[src/rtl/uart_tx_param.sv]
// uart_tx_param: UART serialiser, start + DATA_BITS LSB-first + optional parity (UART_TX_PARITY_EN) + 1/2 stop bits.
// Latency: start bit on the line the cycle after the accepting edge; frame = (1+DATA_BITS+P+STOP_BITS)*CLKS_PER_BIT cycles.
// Backpressure: tx_ready only in IDLE; a held tx_valid waits out the frame plus one idle cycle.
module uart_tx_param #(
    parameter int CLKS_PER_BIT = 521,
    parameter int DATA_BITS    = 8,
    parameter int STOP_BITS    = 1,
    parameter int PARITY_ODD   = 0
) (
    input  logic                 tx_clk,
    input  logic                 rst_n,
    input  logic [DATA_BITS-1:0] tx_data,
    input  logic                 tx_valid,
    output logic                 tx_ready,
    output logic                 tx_out,
    output logic                 tx_busy,
    output logic                 tx_done
);
    localparam int CW = $clog2(CLKS_PER_BIT);
    localparam int IW = $clog2(DATA_BITS);
    localparam logic [CW-1:0] CNT_LAST = CW'(CLKS_PER_BIT - 1);
    localparam logic [CW-1:0] CNT_PRE  = CW'(CLKS_PER_BIT - 2);
    localparam logic [IW-1:0] IDX_LAST = IW'(DATA_BITS - 1);

    if (CLKS_PER_BIT < 2 || DATA_BITS < 5 || DATA_BITS > 9 ||
        (STOP_BITS != 1 && STOP_BITS != 2) ||
        (PARITY_ODD != 0 && PARITY_ODD != 1)) begin : g_bad_params
        $error("uart_tx_param: illegal parameter set");
    end

`ifdef UART_TX_PARITY_EN
    typedef enum logic [2:0] {IDLE, START, DATA, PARITY, STOP} state_t;
    logic par_bit;
`else
    typedef enum logic [1:0] {IDLE, START, DATA, STOP} state_t;
`endif

    state_t                 state;
    logic [CW-1:0]          cnt;
    logic [IW-1:0]          bit_idx;
    logic [DATA_BITS-1:0]   shift;
    logic                   stop_cnt;
    logic                   tc;
    logic                   last_stop;

    assign tc        = (cnt == CNT_LAST);
    assign last_stop = (STOP_BITS == 1) ? 1'b1 : stop_cnt;
    assign tx_ready  = (state == IDLE);
    assign tx_busy   = (state != IDLE);

    // tx_out is loaded with the level of the bit being entered, so the line tracks state with no extra delay.
    always_ff @(posedge tx_clk or negedge rst_n) begin
        if (!rst_n) begin
            state    <= IDLE;
            cnt      <= '0;
            bit_idx  <= '0;
            shift    <= '0;
            stop_cnt <= 1'b0;
            tx_out   <= 1'b1;
            tx_done  <= 1'b0;
`ifdef UART_TX_PARITY_EN
            par_bit  <= 1'b0;
`endif
        end else begin
            tx_done <= 1'b0;
            if (state != IDLE) begin
                cnt <= tc ? '0 : cnt + 1'b1;
            end
            case (state)
                IDLE: begin
                    if (tx_valid) begin
                        shift   <= tx_data;
`ifdef UART_TX_PARITY_EN
                        par_bit <= (^tx_data) ^ PARITY_ODD[0];
`endif
                        cnt     <= '0;
                        tx_out  <= 1'b0;
                        state   <= START;
                    end
                end
                START: begin
                    if (tc) begin
                        bit_idx <= '0;
                        tx_out  <= shift[0];
                        state   <= DATA;
                    end
                end
                DATA: begin
                    if (tc) begin
                        shift <= shift >> 1;
                        if (bit_idx == IDX_LAST) begin
`ifdef UART_TX_PARITY_EN
                            tx_out   <= par_bit;
                            state    <= PARITY;
`else
                            tx_out   <= 1'b1;
                            stop_cnt <= 1'b0;
                            state    <= STOP;
`endif
                        end else begin
                            bit_idx <= bit_idx + 1'b1;
                            tx_out  <= shift[1];
                        end
                    end
                end
`ifdef UART_TX_PARITY_EN
                PARITY: begin
                    if (tc) begin
                        tx_out   <= 1'b1;
                        stop_cnt <= 1'b0;
                        state    <= STOP;
                    end
                end
`endif
                STOP: begin
                    // Registered one cycle early so the pulse lands on the final stop cycle.
                    if (last_stop && cnt == CNT_PRE) begin
                        tx_done <= 1'b1;
                    end
                    if (tc) begin
                        if (last_stop) begin
                            state <= IDLE;
                        end else begin
                            stop_cnt <= 1'b1;
                        end
                    end
                end
                default: begin
                    tx_out <= 1'b1;
                    state  <= IDLE;
                end
            endcase
        end
    end

endmodule

[config.mk]
export PLATFORM = sky130hd
export DESIGN_NAME = uart_tx_param
export DESIGN_NICKNAME = d
export VERILOG_FILES = /design/src/rtl/uart_tx_param.sv
export SDC_FILE = /design/constraint.sdc
export NUM_CORES = 1
export LEC_CHECK = 0
export CORE_MARGIN = 2
export CORE_UTILIZATION = 49
export CTS_CLUSTER_SIZE = 14
export DETAILED_ROUTE_END_ITERATION = 8
export PLACE_DENSITY = 0.75
export SYNTH_ARGS = -nofsm -noshare
export SYNTH_HDL_FRONTEND = slang
export SYNTH_SLANG_ARGS = --single-unit
[constraint.sdc]
create_clock -name tx_clk -period 3.7 [get_ports tx_clk]
set_input_delay 0.74 -clock tx_clk [delete_from_list [all_inputs] [get_ports tx_clk]]
set_output_delay 0.74 -clock tx_clk [all_outputs]
set_load 0.005 [all_outputs]
==> out/results.txt, run 1 <==
Core box area - 2780 um2
Peak VDD IR - 0.000186 V
# diodes - 0
Area contributors post-synth - dfrtp_1 (41%), mux2_2 (13%), ha_1 (7.7%)
Power Dens Cells - 261 nW/um2
Nets@finish - 177
Count of input and output buffers - 14
Top FF cell, synth - dfrtp_1
DR iter-0 viols - 47
Critical path startpoint category - flop
Critical path arrival - 2.14 ns
Final Critical Period - 2.88 ns
Total number of vias - 1092
Hold slack - 0.525 ns
Area leader, netlist - dfrtp_1
Final Max Tran Viols - 0
CTS Buffer Depth - 2
Tcrit/Tclk final - 77.9%
Initial antenna violation count - 0
Die area - 3430 um2
Grt total ovfl - 0
Fmax - 347 MHz
HP Class - reg -> reg
Final WL - 2780 um
Hold-fix buffers, CTS - 0
FF-to-FF path depth - 5
Fillers - 239
Maximum capacitance violations - 0
DIE HEIGHT - 58.5 um
CTS Buf Count - 3
Least-Margin Pin Slew - 1.11 ns
Synth cell count leaders - dfrtp_1 (24), nand2_1 (20), mux2_2 (17)
Status - completed
Overall die width - 58.5 um
Share of cells above drive strength 1 - 17.3%
Yosys reg bits - 25
Global placer's final weighted congestion - 0.890
Clock slew at reported path FFs - 0.15 ns
Setup TNS - 0 ns
Hold Vio Cnt, Final - 0
EDFF count, synth - 0
Worst Skew - 0.0163 ns
Cell Rows - 19
Most frequent cell after synthesis - dfrtp_1
Worst slew margin - 25.8%
Unrepaired setup endpoints after global routing - false
Syn avg cell area - 10.3 um2
Area growth syn-to-layout - 13.6%
H-tree levels - 1
Setup violations, final - 0
LEAKAGE - 0.695 nW
DR WL/cell - 14.9 um
Required time of the critical path - 2.96 ns
First-pass GRT wire length - 4790 um
TritonCTS clock tree - done
Initial core utilization - 52.4%
Post-cts resize count - 0
I/O pins - 15
Post-DP HPWL - 2000 um
Synth Instances - 141
Sink Count - 25
Synthesis Warnings - 0
CP Capture Type - output pin
FFs w/ async S/R, synth - 100%
1st-pass router iterations - 4
Largest net degree at the start of global routing - 26
Syn_nets - 161
Number of vias per cell - 5.84
Top-area cell type share of the netlist area - 41.2%
WHS Path Cells - 1
Distinct cells, synth - 41
DRC viols - 0
Postcts setup bufs - 0
Critical path class - reg -> out
Post-Syn Area - 1460 um2
Root Driver - clkbuf_4
Detail Route Antenna Nets - 0
Vias in the first global route - 1074
Crit path max fanout - 12
Total track usage - 18.1%
Clock latency on the worst-skew pair - 0.34 ns
Register area share after synthesis - 43.0%
[critical path, cell delays in order, from the launching register on]
cell and delay [ns]:
dfrtp_1 0.46, inv_1 0.10, ha_1 0.41, clkinv_1 0.31
clkdlybuf4s50_1 0.52
[worst paths after layout]
kind | start | end | slack (ns)
max | state[1] | tx_busy | 0.82
min | shift[5] | shift[5] | 0.53
max reg2reg | state[0] | shift[3] | 1.33
min in group asynchronous | rst_n | bit_idx[0] | 0.98
min reg2reg | shift[5] | shift[5] | 0.53
max in group asynchronous | rst_n | cnt[0] | 2.05
[cell usage in the layout (no fill, tap or decap), drive strengths merged, types with 2 or more instances in the layout]
master         synthesis  final
a22o                   2      2
a31oi                  2      2
and3                   2      2
clkbuf                 4      3
clkdlybuf4s50          0     14
clkinv                 1      2
dfrtp                 24     24
ha                     9      9
inv                    7      7
mux2                  17     17
nand2                 20     20
nand3                  6      6
nand4                  2      2
nor2                   5      5
nor2b                  3      3
nor3                   3      3
nor4                   2      2
o21ai                  9      9
or3                    2      2
[report_power, final]
part           leakage (nW)   total, W  internal (W)  switching [W]
Combinational         0.375  0.0000245     0.0000158     0.00000872
Clock                0.0177   0.000128     0.0000407      0.0000871
Sequential            0.302   0.000280      0.000278     0.00000230
Total                 0.695   0.000432      0.000334      0.0000982
[sequential cells by signal, summed over array words and instances, names as in the netlist]
signal,flops
bit_idx,3
tx_done,1
tx_out,1
cnt,10
state,2
shift,8
[per-layer routing]
layer | up-vias | global-route usage (%) | wire length, um | share of wire, %
li1 | 541 | - | - | -
met1 | 516 | 23.7 | 1320 | 48
met2 | 30 | 29.1 | 1290 | 46
met3 | 5 | 2.42 | 117 | 4.2
met4 | 0 | 9.63 | 52 | 1.9
met5 | - | 0 | 0 | 0
[kinds of logic (layout without fill, tap and decap cells)]
| kind of cell | after synthesis | count (layout) | synth area share, % |
|---|---|---|---|
| xor gates and xnor gates | 1 | 1 | 0.601 |
| AOI/OAI and AO/OA | 24 | 24 | 11.9 |
| adders and majority gates | 9 | 9 | 7.73 |
| and+or+nand+nor | 52 | 52 | 19.8 |
| muxes | 18 | 18 | 13.8 |
| buffers and inverters | 12 | 27 | 3.09 |
| DFF | 25 | 25 | 43.0 |
[layout make-up]
type / count / area [um2] / share of cell area (%)
multi-input combinational: 104 / 786 / 47.4
sequential: 25 / 627 / 37.8
clock buffer: 3 / 22.5 / 1.36
inverter: 8 / 30.0 / 1.81
tap: 31 / 38.8 / 2.34
timing repair buffer: 15 / 148 / 8.91
clock inverter: 1 / 5.00 / 0.302
[metrics by stage]
step,cells,worst slack (ns),area (um2),util (%),power [W]
floorplan,141,1.59,1460,-,0.000293
global placement,183,1.30,1630,58.6,0.000309
detailed placement,183,1.23,1630,58.6,0.000310
CTS,187,0.842,1660,59.6,0.000438
global route,187,0.685,1660,59.6,0.000450
finish,187,0.819,1660,59.6,0.000432
No activity file was read; power rests on OpenSTA's default activity.
==> run 2: changes to the inputs <==
--- a/config.mk
+++ b/config.mk
@@ -9,7 +9,7 @@
 export CORE_UTILIZATION = 49
 export CTS_CLUSTER_SIZE = 14
 export DETAILED_ROUTE_END_ITERATION = 8
-export PLACE_DENSITY = 0.75
+export PLACE_DENSITY = 0.78
 export SYNTH_ARGS = -nofsm -noshare
 export SYNTH_HDL_FRONTEND = slang
 export SYNTH_SLANG_ARGS = --single-unit
==> constraint.sdc (replaced) <==
create_clock -name tx_clk -period 2.3 [get_ports tx_clk]
set_input_delay 0.46 -clock tx_clk [delete_from_list [all_inputs] [get_ports tx_clk]]
set_output_delay 0.46 -clock tx_clk [all_outputs]
set_load 0.005 [all_outputs]
==> run 2 against run 1 <==
Compared with the run above: wire length rose by 8.5%; clock skew fell by 0.015 ns; register-to-register slack got worse by 1.1 ns; largest cell class unchanged; critical endpoint unchanged; core utilization rose by 1.7 points; clock-buffer cell count rose by 1; non-clock buffer count rose by 6; sequential power rose by 61%.
==> out/results.txt, run 2 (synthesized netlist as in run 1, its figures left out) <==
Status - completed
H-tree levels - 1 (unchanged)
DRC viols - 0 (unchanged)
Global placer's final weighted congestion - 0.792 (-11%)
Sink Count - 25 (unchanged)
Reg area - 627 um2 (unchanged)
Vias in the first global route - 1151 (+7.2%)
I/O pins - 15 (unchanged)
CP Capture Type - output pin
Clock slew at reported path FFs - 0.13 ns (-0.02 ns)
Max FFs per register - 10 (unchanged)
Number of vias per cell - 5.83 (about the same)
Post-DP HPWL - 2220 um (+11%)
HP Class - in -> async
Required time of the critical path - 1.84 ns (-1.12 ns)
Regs by FF count - cnt x10, shift x8, bit_idx x3
FF-to-FF path depth - 4 (-1)
CP top delay family - buffers and inverters
Core box area - 2780 um2 (unchanged)
Clock latency on the worst-skew pair - 0.32 ns (-0.02 ns)
Share of cells above drive strength 1 - 20.4% (+3.1 points)
Critical path class - reg -> out
# diodes - 0 (unchanged)
Overall die width - 58.5 um (unchanged)
DR WL/cell - 15.6 um (+5.2%)
Fmax - 456 MHz
FF-to-FF Start - cnt[7]
Most common cell after layout, fill and taps aside - dfrtp_1
Cell Rows - 19 (unchanged)
Reg2reg end - shift[6]
Setup TNS - 0 ns (unchanged)
Power Dens Cells - 406 nW/um2 (+55%)
Grt total ovfl - 0 (unchanged)
Unrepaired setup endpoints after global routing - false
Final Max Tran Viols - 0 (unchanged)
1st-pass router iterations - 4 (unchanged)
Tcrit/Tclk final - 95.2%
Final WL - 3020 um (+8.5%)
Post-Place Setup Slack - 0.216 ns (-1.02 ns)
Crit-path max cell delay - 0.45 ns (-0.07 ns)
Setup violations, final - 0 (unchanged)
CP Buf/Inv Count - 3 (unchanged)
TritonCTS clock tree - done
Final core occ - 61.2% (+1.7 points)
Initial antenna violation count - 0 (unchanged)
Slowest-stage cell, CP - dfrtp_1
Area growth syn-to-layout - 16.8%
Reg2Reg Setup Slack - 0.19 ns (-1.14 ns)
Count of input and output buffers - 14 (unchanged)
Final Critical Period - 2.19 ns
CTS Buf Count - 3 (unchanged)
DR iter-0 viols - 52 (+11%)
Dpl cell area - 1670 um2 (+2.8%)
First-pass GRT wire length - 5250 um (+9.6%)
Hold Vio Cnt, Final - 0 (unchanged)
Fillers - 247 (+3.3%)
Total number of vias - 1126 (+3.1%)
Maximum capacitance violations - 0 (unchanged)
Root Driver - clkbuf_4
Commonest cells after routing, fill and taps aside - dfrtp_1 (24), nand2_1 (20), mux2_2 (17)
Hold-fix buffers, CTS - 0 (unchanged)
Largest net degree at the start of global routing - 26 (unchanged)
Fin area - 1700 um2 (+2.8%)
Die area - 3430 um2 (unchanged)
Peak VDD IR - 0.000258 V (+38%)
Multi-input logic area - 788 um2 (+0.32%)
DIE HEIGHT - 58.5 um (unchanged)
Detail Route Antenna Nets - 0 (unchanged)
Cell count after placement - 189 (+3.3%)
LEAKAGE - 0.722 nW (+3.9%)
Critical path arrival - 1.73 ns (-0.41 ns)
Initial core utilization - 52.4% (unchanged)
Worst slew margin - 67.2% (+41 points)
Fin cells - 193 (+3.2%)
Final worst setup slack - 0.109 ns (-0.709 ns)
Nets@finish - 183 (+3.4%)
Total track usage - 20.2% (+2.1 points)
CTS Buffer Depth - 2 (unchanged)
Worst Skew - 0.00140 ns (-0.0149 ns)
Critical path cell sequence - inv_1, ha_2, clkinv_1, clkdlybuf4s50_1
Top reg by flops - cnt
Critical path startpoint category - flop
Crit path max fanout - 8 (-4)
Least-Margin Pin Slew - 0.491 ns (-0.618 ns)
==> run 2: cell types whose count changed in the layout (fill, tap and decap cells not counted) <==
| cell | before | now |
|---|---|---|
| ha_2 | 0 | 1 |
| clkbuf_1 | 0 | 1 |
| clkinv_2 | 1 | 0 |
| buf_4 | 1 | 7 |
| ha_1 | 9 | 8 |
==> run 2: worst max-delay path by stage <==
| stage | slack [ns] | cells past startpoint | start | end |
|---|---|---|---|---|
| after floorplan | 0.19 | 6 | state[0] | state[1] |
| after global placement | 0.33 | 5 | state[0] | state[1] |
| after detailed placement | 0.22 | 6 | cnt[0] | shift[6] |
| after CTS | 0.007 | 4 | state[0] | tx_busy |
| after global routing | 0.01 | 4 | state[0] | tx_busy |
| final | 0.11 | 4 | state[0] | tx_busy |
==> run 2: repair_timing <==
| item | 4_1_cts | 5_1_grt |
|---|---|---|
| endpoints found under the hold margin | 0 | 0 |
| resized for setup | 0 | 1 |
| endpoints found under the setup margin | 0 | 2 |
| setup buffers | 0 | 0 |
==> run 2: metrics by stage <==
step	power, W	hold slack [ns]
finish	0.000691	0.480
global route	0.000718	0.517
CTS	0.000700	0.491
detailed placement	0.000502	0.492
global placement	0.000499	0.485
floorplan	0.000471	0.164
==> run 2: final cells by class <==
cell class	count	share of cell area [%]
multi-input combinational	104	46.3
tap	31	2.28
inverter	8	1.76
sequential	25	36.8
timing repair buffer	21	11.3
clock buffer	4	1.54
==> run 2: metal layers <==
metal  wire [um]  vias to the layer above  global-route usage (%)
met1        1320                      545                    25.5
li1            -                      547                       -
met2        1550                       29                    35.5
met4          39                        0                    6.31
met5           0                        -                       0
met3          98                        5                    3.30
==> run 2: where the power goes <==
| part | internal (W) | switching [W] | total, W |
|---|---|---|---|
| Clock | 0.0000679 | 0.000130 | 0.000198 |
| Sequential | 0.000447 | 0.00000387 | 0.000451 |
| Combinational | 0.0000267 | 0.0000154 | 0.0000420 |
==> run 3: changes to the inputs <==
--- a/config.mk
+++ b/config.mk
@@ -7,9 +7,10 @@
 export LEC_CHECK = 0
 export CORE_MARGIN = 2
 export CORE_UTILIZATION = 49
-export CTS_CLUSTER_SIZE = 14
+export CTS_CLUSTER_SIZE = 24
 export DETAILED_ROUTE_END_ITERATION = 8
 export PLACE_DENSITY = 0.78
+export SKIP_LAST_GASP = 1
 export SYNTH_ARGS = -nofsm -noshare
 export SYNTH_HDL_FRONTEND = slang
 export SYNTH_SLANG_ARGS = --single-unit
==> results of run 3 <==
Final layout, timing and power as in run 2 (identical DEF).
